File: src/rtl/clk_div_gen_if.sv
// Channel bundle for clk_div_gen: ratio/bypass controls in, enables/toggles/lock status out.
// The io_pulse_cnt member exists only when CLK_DIV_GEN_PULSE_CNT_EN is defined.
interface clk_div_gen_if #(
   parameter int CH    = 2,
   parameter int DIV_W = 8
);
   logic [CH-1:0]       io_bypass;
   logic [CH*DIV_W-1:0] io_div;
   logic [CH-1:0]       io_clk_en;
   logic [CH-1:0]       io_clk_tgl;
   logic [CH-1:0]       io_lock;
`ifdef CLK_DIV_GEN_PULSE_CNT_EN
   logic [CH*16-1:0]    io_pulse_cnt;

   modport master (
      output io_bypass, io_div,
      input  io_clk_en, io_clk_tgl, io_lock, io_pulse_cnt
   );
   modport slave (
      input  io_bypass, io_div,
      output io_clk_en, io_clk_tgl, io_lock, io_pulse_cnt
   );
`else
   modport master (
      output io_bypass, io_div,
      input  io_clk_en, io_clk_tgl, io_lock
   );
   modport slave (
      input  io_bypass, io_div,
      output io_clk_en, io_clk_tgl, io_lock
   );
`endif
endinterface

File: src/rtl/clk_div_gen.sv
// Multi-channel clock-enable divider with per-channel settle/lock FSM and bypass, single clock domain.
// Optional per-channel pulse counters are built when CLK_DIV_GEN_PULSE_CNT_EN is defined.
module clk_div_gen #(
   parameter int CH            = 2,
   parameter int DIV_W         = 8,
   parameter int SETTLE_CYCLES = 10,
   parameter int LOCK_CYCLES   = 100
) (
   input  logic          clock,
   input  logic          reset,
   clk_div_gen_if.slave  bus
);
   localparam int TMR_MAX = (SETTLE_CYCLES > LOCK_CYCLES) ? SETTLE_CYCLES : LOCK_CYCLES;
   localparam int TMR_W   = $clog2(TMR_MAX + 1);
   localparam logic [TMR_W-1:0] SETTLE_LAST = TMR_W'(SETTLE_CYCLES - 1);
   localparam logic [TMR_W-1:0] LOCK_LAST   = TMR_W'(LOCK_CYCLES - 1);

   typedef enum logic [1:0] {ST_SETTLE, ST_RUN, ST_LOCKED} state_t;

   state_t           r_state     [CH];
   state_t           w_state_nx  [CH];
   logic [DIV_W-1:0] r_div_q     [CH];
   logic [DIV_W-1:0] w_div_q_nx  [CH];
   logic [DIV_W-1:0] r_div_cnt   [CH];
   logic [DIV_W-1:0] w_div_cnt_nx[CH];
   logic [TMR_W-1:0] r_tmr       [CH];
   logic [TMR_W-1:0] w_tmr_nx    [CH];
   logic [DIV_W-1:0] w_div_in    [CH];
   logic [DIV_W-1:0] w_neff      [CH];
   logic [CH-1:0]    w_wrap;
   logic [CH-1:0]    r_en, w_en_nx;
   logic [CH-1:0]    r_tgl, w_tgl_nx;
   logic [CH-1:0]    r_lock, w_lock_nx;
`ifdef CLK_DIV_GEN_PULSE_CNT_EN
   logic [15:0]      r_pcnt      [CH];
   logic [15:0]      w_pcnt_nx   [CH];
`endif

   // A programmed ratio of 0 behaves like 1 so the divider always makes progress.
   for (genvar g = 0; g < CH; g++) begin : g_ch
      assign w_div_in[g] = bus.io_div[g*DIV_W +: DIV_W];
      assign w_neff[g]   = (r_div_q[g] == '0) ? DIV_W'(1) : r_div_q[g];
      assign w_wrap[g]   = (r_div_cnt[g] == (w_neff[g] - DIV_W'(1)));
`ifdef CLK_DIV_GEN_PULSE_CNT_EN
      assign bus.io_pulse_cnt[g*16 +: 16] = r_pcnt[g];
`endif
   end

   always_comb begin
      w_en_nx   = '0;
      w_tgl_nx  = r_tgl;
      w_lock_nx = r_lock;
      for (int k = 0; k < CH; k++) begin
         w_state_nx[k]   = r_state[k];
         w_div_q_nx[k]   = r_div_q[k];
         w_div_cnt_nx[k] = r_div_cnt[k];
         w_tmr_nx[k]     = r_tmr[k];
`ifdef CLK_DIV_GEN_PULSE_CNT_EN
         w_pcnt_nx[k]    = r_pcnt[k];
`endif
         case (r_state[k])
            ST_SETTLE: begin
               w_div_q_nx[k] = w_div_in[k];
               if (r_tmr[k] == SETTLE_LAST) begin
                  w_state_nx[k]   = ST_RUN;
                  w_tmr_nx[k]     = '0;
                  w_div_cnt_nx[k] = '0;
               end else begin
                  w_tmr_nx[k] = r_tmr[k] + TMR_W'(1);
               end
            end
            ST_RUN, ST_LOCKED: begin
               // A new ratio restarts phase and lock qualification from scratch.
               if (w_div_in[k] != r_div_q[k]) begin
                  w_div_q_nx[k]   = w_div_in[k];
                  w_div_cnt_nx[k] = '0;
                  w_tmr_nx[k]     = '0;
                  w_state_nx[k]   = ST_RUN;
                  w_lock_nx[k]    = 1'b0;
               end else begin
                  if (w_wrap[k]) begin
                     w_div_cnt_nx[k] = '0;
                     w_en_nx[k]      = 1'b1;
                     w_tgl_nx[k]     = ~r_tgl[k];
`ifdef CLK_DIV_GEN_PULSE_CNT_EN
                     w_pcnt_nx[k]    = r_pcnt[k] + 16'd1;
`endif
                  end else begin
                     w_div_cnt_nx[k] = r_div_cnt[k] + DIV_W'(1);
                  end
                  if (r_state[k] == ST_RUN) begin
                     if (r_tmr[k] == LOCK_LAST) begin
                        w_state_nx[k] = ST_LOCKED;
                        w_lock_nx[k]  = 1'b1;
                     end else begin
                        w_tmr_nx[k] = r_tmr[k] + TMR_W'(1);
                     end
                  end
               end
            end
            default: begin
               w_state_nx[k]   = ST_SETTLE;
               w_tmr_nx[k]     = '0;
               w_div_cnt_nx[k] = '0;
               w_lock_nx[k]    = 1'b0;
            end
         endcase
      end
   end

   always_ff @(posedge clock) begin
      if (reset) begin
         for (int k = 0; k < CH; k++) begin
            r_state[k]   <= ST_SETTLE;
            r_div_q[k]   <= w_div_in[k];
            r_div_cnt[k] <= '0;
            r_tmr[k]     <= '0;
`ifdef CLK_DIV_GEN_PULSE_CNT_EN
            r_pcnt[k]    <= '0;
`endif
         end
         r_en   <= '0;
         r_tgl  <= '0;
         r_lock <= '0;
      end else begin
         for (int k = 0; k < CH; k++) begin
            r_state[k]   <= w_state_nx[k];
            r_div_q[k]   <= w_div_q_nx[k];
            r_div_cnt[k] <= w_div_cnt_nx[k];
            r_tmr[k]     <= w_tmr_nx[k];
`ifdef CLK_DIV_GEN_PULSE_CNT_EN
            r_pcnt[k]    <= w_pcnt_nx[k];
`endif
         end
         r_en   <= w_en_nx;
         r_tgl  <= w_tgl_nx;
         r_lock <= w_lock_nx;
      end
   end

   // Bypass only forces the visible enable; the divider and lock state keep running underneath.
   assign bus.io_clk_en  = r_en | bus.io_bypass;
   assign bus.io_clk_tgl = r_tgl;
   assign bus.io_lock    = r_lock;
endmodule

File: src/flat_wrapper.sv
// flat-port wrapper written by rule: the top's interface ports become plain ports
module clk_div_gen_flat 
#(
   parameter int CH            = 2,
   parameter int DIV_W         = 8,
   parameter int SETTLE_CYCLES = 10,
   parameter int LOCK_CYCLES   = 100
)
  (clock, reset, bus_io_bypass, bus_io_div, bus_io_clk_en, bus_io_clk_tgl, bus_io_lock);
  clk_div_gen_if #(.CH(CH), .DIV_W(DIV_W)) bus_i ();
  input  logic clock;
  input  logic reset;
  input wire logic [$bits(bus_i.io_bypass)-1:0] bus_io_bypass;
  input wire logic [$bits(bus_i.io_div)-1:0] bus_io_div;
  output wire logic [$bits(bus_i.io_clk_en)-1:0] bus_io_clk_en;
  output wire logic [$bits(bus_i.io_clk_tgl)-1:0] bus_io_clk_tgl;
  output wire logic [$bits(bus_i.io_lock)-1:0] bus_io_lock;
  assign bus_i.io_bypass = bus_io_bypass;
  assign bus_i.io_div = bus_io_div;
  assign bus_io_clk_en = bus_i.io_clk_en;
  assign bus_io_clk_tgl = bus_i.io_clk_tgl;
  assign bus_io_lock = bus_i.io_lock;
  clk_div_gen #(.CH(CH), .DIV_W(DIV_W), .SETTLE_CYCLES(SETTLE_CYCLES), .LOCK_CYCLES(LOCK_CYCLES)) u_core (.clock(clock), .reset(reset), .bus(bus_i));
endmodule
File: config.mk
export PLATFORM = sky130hd
export DESIGN_NAME = clk_div_gen_flat
export DESIGN_NICKNAME = d
export VERILOG_FILES = /design/src/rtl/clk_div_gen_if.sv /design/src/rtl/clk_div_gen.sv /design/src/flat_wrapper.sv
export SDC_FILE = /design/constraint.sdc
export NUM_CORES = 1
export LEC_CHECK = 0
export CORE_MARGIN = 1.5
export CORE_UTILIZATION = 50
export CTS_CLUSTER_SIZE = 28
export DETAILED_ROUTE_END_ITERATION = 10
export PLACE_DENSITY = 0.68
export SYNTH_ARGS = -nofsm -noshare
export SYNTH_HDL_FRONTEND = slang
export SYNTH_SLANG_ARGS = --single-unit
File: constraint.sdc
create_clock -name clock -period 7.4 [get_ports clock]
set_input_delay 0.74 -clock clock [delete_from_list [all_inputs] [get_ports clock]]
set_output_delay 0.74 -clock clock [all_outputs]
set_load 0.01 [all_outputs]
# Yosys cells after proc, flatten, opt, wreduce, memory -nomap -nowiden
# Memories as Yosys holds them, arrays and structs flattened.
# Index checks and enable logic that the tools add are counted.
# totals
latchBits	0
ff_bits	6
ramBits	50
wordCells	116
rom_bits	0
memories	4
inputBits	20
# op_classes
n_mul	0
n_mux	55
div_mod_pow	0
n_addsub	6
shifts	0
n_bitwise	17
eq_ne	16
reduce_logical	12
order_cmp	0
# mem_list
memory	depth	width	read_ports	rd_clocked_by_memory_dff	write_ports	line_no	text
u_core.r_div_cnt	2	8	2	0	2	clk_div_gen.sv:24	logic [DIV_W-1:0] r_div_cnt [CH];
u_core.r_div_q	2	8	2	0	2	clk_div_gen.sv:22	logic [DIV_W-1:0] r_div_q [CH];
u_core.r_tmr	2	7	2	0	2	clk_div_gen.sv:26	logic [TMR_W-1:0] r_tmr [CH];
u_core.r_state	2	2	2	0	2	clk_div_gen.sv:20	state_t r_state [CH];
# ops
cell	count
2-to-1 mux 8 bit	14
2-to-1 mux 7 bit	10
case mux 8 bit (2 select lines)	4
case mux 7 bit (2 select lines)	2
2-to-1 mux 2 bit	10
adder 8 x 1 -> 8 bit, second input constant	2
equality test 8 bit	2
zero test 8 bit	2
inequality test 8 bit	2
subtractor 8 x 1 -> 8 bit, second input constant	2
adder 7 x 1 -> 7 bit, second input constant	2
equality test 7 x 4 -> 1 bit, second input constant	2
equality test 7 bit, second input constant	2
inequality test 3 x 1 -> 1 bit, second input constant	4
AND reduction 3 bit	4
2-to-1 mux 1 bit	11
inverter 1 bit	8
OR 1 bit	8
case mux 2 bit (2 select lines)	2
OR reduction 3 bit	2
equality test 2 x 1 -> 1 bit, second input constant	2
equality test 2 bit, second input constant	2
zero test 2 bit	2
case mux 1 bit (2 select lines)	2
2 further kinds	3

# Depth between registers and ports, before layout
# logic_depth
word_depth	8
ltp_mapped	13
depth_no_buf	11

# Worst setup path before layout
# No wires, ideal clock.
# synth_timing
path_kind	flip-flop to flip-flop
startpoint	mem u_core.r_div_q[0][5]
endpoint	reg u_core.r_tgl[0] (netlist: u_core.bus.io_clk_tgl[0])
stages_incl_launch_ff	11
arrival_ns	2.679
path_slack_ns	4.651
synth_period_minus_slack_ns	2.749
required_time_ns	7.330
setup_ns	0.070
path_cell_list	edfxtp_1 -> clkbuf_1 -> nor3_1 -> a21oi_1 -> ha_1 -> xnor2_1 -> a221oi_1 -> nand3_1 -> or4_4 -> or3_1 -> a21oi_1
# synth_rtl
element	line_no	text
start, declared	clk_div_gen.sv:22	
end signal, assigned	clk_div_gen.sv:136	r_tgl <= w_tgl_nx;
end, declared	clk_div_gen.sv:32	logic [CH-1:0] r_tgl, w_tgl_nx;

==> summary.md <==
| Metric | Value |
|---|---|
| Commonest non-fill, non-tap cell in the layout | `nand2_1` |
| Clk buf depth | `2` |
| WP data required | `7630 ps` |
| Crit-path max FO | `11` |
| FILL cells | `649` |
| CTS tree | `yes` |
| Worst-path clk slew | `90 ps` |
| Synth Area per Inst | `8.57 µm²` |
| Gr ovfl total | `0` |
| Post-synth top area share | `22.5%` |
| Post-synth EDFFs | `16` |
| Initial antenna violation count | `0` |
| Register Area | `1280 µm²` |
| Fmax | `297 MHz` |
| Element type at the critical path start | `input port` |
| Routed WL | `7.76 mm` |
| Vias in the first global route | `2725` |
| Chip width | `87.3 µm` |
| Synthesized instance count | `415` |
| Headroom to the max-slew limit | `13.5%` |
| Routed vias | `3119` |
| Final ANT Viol Nets | `0` |
| Hold-fix buffers, CTS | `0` |
| Share of layout cells above drive strength 1 | `6.94%` |
| Ant diodes | `0` |
| Max cap viols | `0` |
| Crit path DAT | `3600 ps` |
| Tot GR Track Use | `20.9%` |
| Least-Margin Pin Slew | `1280 ps` |
| Seq/Total Area, Yosys | `36.0%` |
| Clock tree root driver cell | `clkbuf_8` |
| Xor/xnor share of the synthesized area | `9.86%` |
| Vias per Instance | `5.91` |
| Post_cts resized | `0` |
| Detailed placer's ending HPWL | `5.55 mm` |
| Post-synthesis compound-gate area fraction | `18.2%` |
| Fin. max-slew vios | `0` |
| Critical setup path kind | `input port to flop` |
| Layout area overhead | `11.5%` |
| Commonest non-fill, non-tap cells in the layout | `nand2_1 (46), dfxtp_1 (40), nor2_1 (30)` |
| Initial Utilization | `52.0%` |
| Sum Neg Setup Slack | `0 ps` |
| Post-Route Skew | `10.8 ps` |
| Average wire per standard cell | `14.7 µm` |
| Run status | `completed` |
| DRT Pass-1 Iters | `5` |
| First-pass GRT wire length | `12.8 mm` |
| Rows | `30` |
| NetSw | `0.000166 W` |
| Final Hold Vio Count | `0` |
| Final #Nets | `465` |
| Setup violators final | `0` |
| CTS buffer count | `5` |
| Primary FF master, synth | `dfxtp_1` |
| Part of the cycle the worst path needs | `45.5%` |
| Lkg Pwr | `1.36 nW` |
| Peak VDD IR | `0.0817 mV` |
| Cell-internal power | `0.000443 W` |
| Die Ht | `87.3 µm` |
| Worst skew pair latency | `310 ps` |
| Clock sink count | `56` |
| I/O pins | `26` |
| Largest family of logic cells by synthesized area | `simple AND/OR/NAND/NOR gates` |
| Multi-input gate area | `2120 µm²` |
| Adder-cell share of the synthesized area | `4.93%` |
| Async SR Flop Fraction | `0%` |
| Detailed Route Iter0 Violations | `161` |
| Post-CTS setup buffer count | `0` |
| Synth top area cells | `dfxtp_1 (23%), edfxtp_1 (14%), ha_1 (4.9%)` |
| Period minus WS final | `3370 ps` |
| Synth Register Bits | `56` |
| Final Core Density | `58.0%` |
| Die area | `7620 µm²` |
| DRC | `0` |
| Largest net degree at the start of global routing | `31` |
| Switching Fraction | `27.3%` |
| Clock network fraction of total power | `29.9%` |
| GP Congestion | `0.817` |
| Mux contribution to synthesized area | `0%` |
| Combinational Power Share | `13.4%` |
| Yosys warnings | `0` |
| Port bufs | `25` |
| P per Cell Area | `154 nW/µm²` |
| Synth Area in Simple Gates | `26.6%` |
| Synth area leader | `dfxtp_1` |
| Core Area | `6830 µm²` |
| Crit end category | `flop` |
| Power share of the sequential group | `56.7%` |
| CTS H-Tree Depth | `2` |
| HP Class | `flop to flop` |
| Post-Syn Nets | `449` |
| Syn Std Cell Area | `3550 µm²` |
| Cell variety after synth | `55` |
| Unrepaired setup endpoints after global routing | `false` |
## cell type report
class / instances / area share (%)
clock buffer: 6 / 2.08
clock inverter: 2 / 0.347
inverter: 20 / 1.89
multi-input combinational: 320 / 53.4
sequential: 56 / 32.3
tap: 96 / 3.03
timing repair buffer: 28 / 6.88
## flip-flops by register name, indices dropped and copies added (netlist names)
register,count
u_core.r_state,4
u_core.bus.io_lock,2
u_core.bus.io_clk_tgl,2
u_core.r_en,2
u_core.r_div_cnt,16
u_core.r_tmr,14
u_core.r_div_q,16
## metrics by stage
step | setup WS [ps] | power, W | hold slack (ps) | instances | area [µm²]
detailed placement | 3720 | 0.000432 | 485 | 520 | 3870
finish | 4030 | 0.000609 | 491 | 528 | 3960
floorplan | 4650 | 0.000402 | 470 | 415 | 3550
global placement | 3920 | 0.000430 | 469 | 520 | 3870
CTS | 4060 | 0.000614 | 498 | 528 | 3960
global route | 3710 | 0.000638 | 512 | 528 | 3960
## synth_stat cells (8+ instances only)
master	number
xnor2_1	20
nor4_1	9
inv_1	20
nand3_1	12
nor3_1	8
or3_1	9
dfxtp_1	40
ha_1	14
nand4_1	13
nor2_1	30
or2_2	10
edfxtp_1	16
clkbuf_1	16
or4_1	8
xor2_1	20
nand2_1	46
o21ai_0	14
a21oi_1	23
## cell families after synthesis
group           after synthesis
compound gates               92
xor+xnor                     40
fa+ha+maj                    14
buf+inv                      39
flops                        56
simple gates                174
## power groups by stage
stage | logic (W) | clock network [W] | registers (W)
floorplan | 0.0000598 | 0 | 0.000343
global placement | 0.0000789 | 0 | 0.000351
detailed placement | 0.0000804 | 0 | 0.000352
CTS | 0.0000811 | 0.000189 | 0.000344
global route | 0.0000916 | 0.000199 | 0.000347
finish | 0.0000814 | 0.000182 | 0.000345
## critical path, stage by stage
cell and delay (ps):
clkdlybuf4s50_1 450, xor2_1 170, nor4_1 730, nand3_1 510, nor2_1 420, o21ai_0 320
o211ai_1 250
## metal layers
metal | up-vias | wire length (µm) | global-route usage [%]
met5 | - | 0 | 0
met4 | 0 | 63 | 4.91
li1 | 1560 | - | -
met1 | 1482 | 3920 | 30.2
met3 | 8 | 264 | 3.51
met2 | 69 | 3510 | 32.6
## path summary, 6_finish.rpt
check | startpoint | endpoint | slack [ps] | cells after the start
worst min-delay path | u_core.bus.io_clk_tgl[0]$_SDFFE_PP0P_ | u_core.bus.io_clk_tgl[0]$_SDFFE_PP0P_ | 490 | 2
worst max register to register | u_core.r_div_q[0][11]$_DFFE_PP_ | u_core.r_div_cnt[0][14]$_SDFFE_PP0P_ | 4130 | 11
worst min register to register | u_core.bus.io_clk_tgl[0]$_SDFFE_PP0P_ | u_core.bus.io_clk_tgl[0]$_SDFFE_PP0P_ | 490 | 2
worst max-delay path | bus_io_div[13] | u_core.r_div_cnt[0][14]$_SDFFE_PP0P_ | 4030 | 7
(Power assumes the default switching activity.)
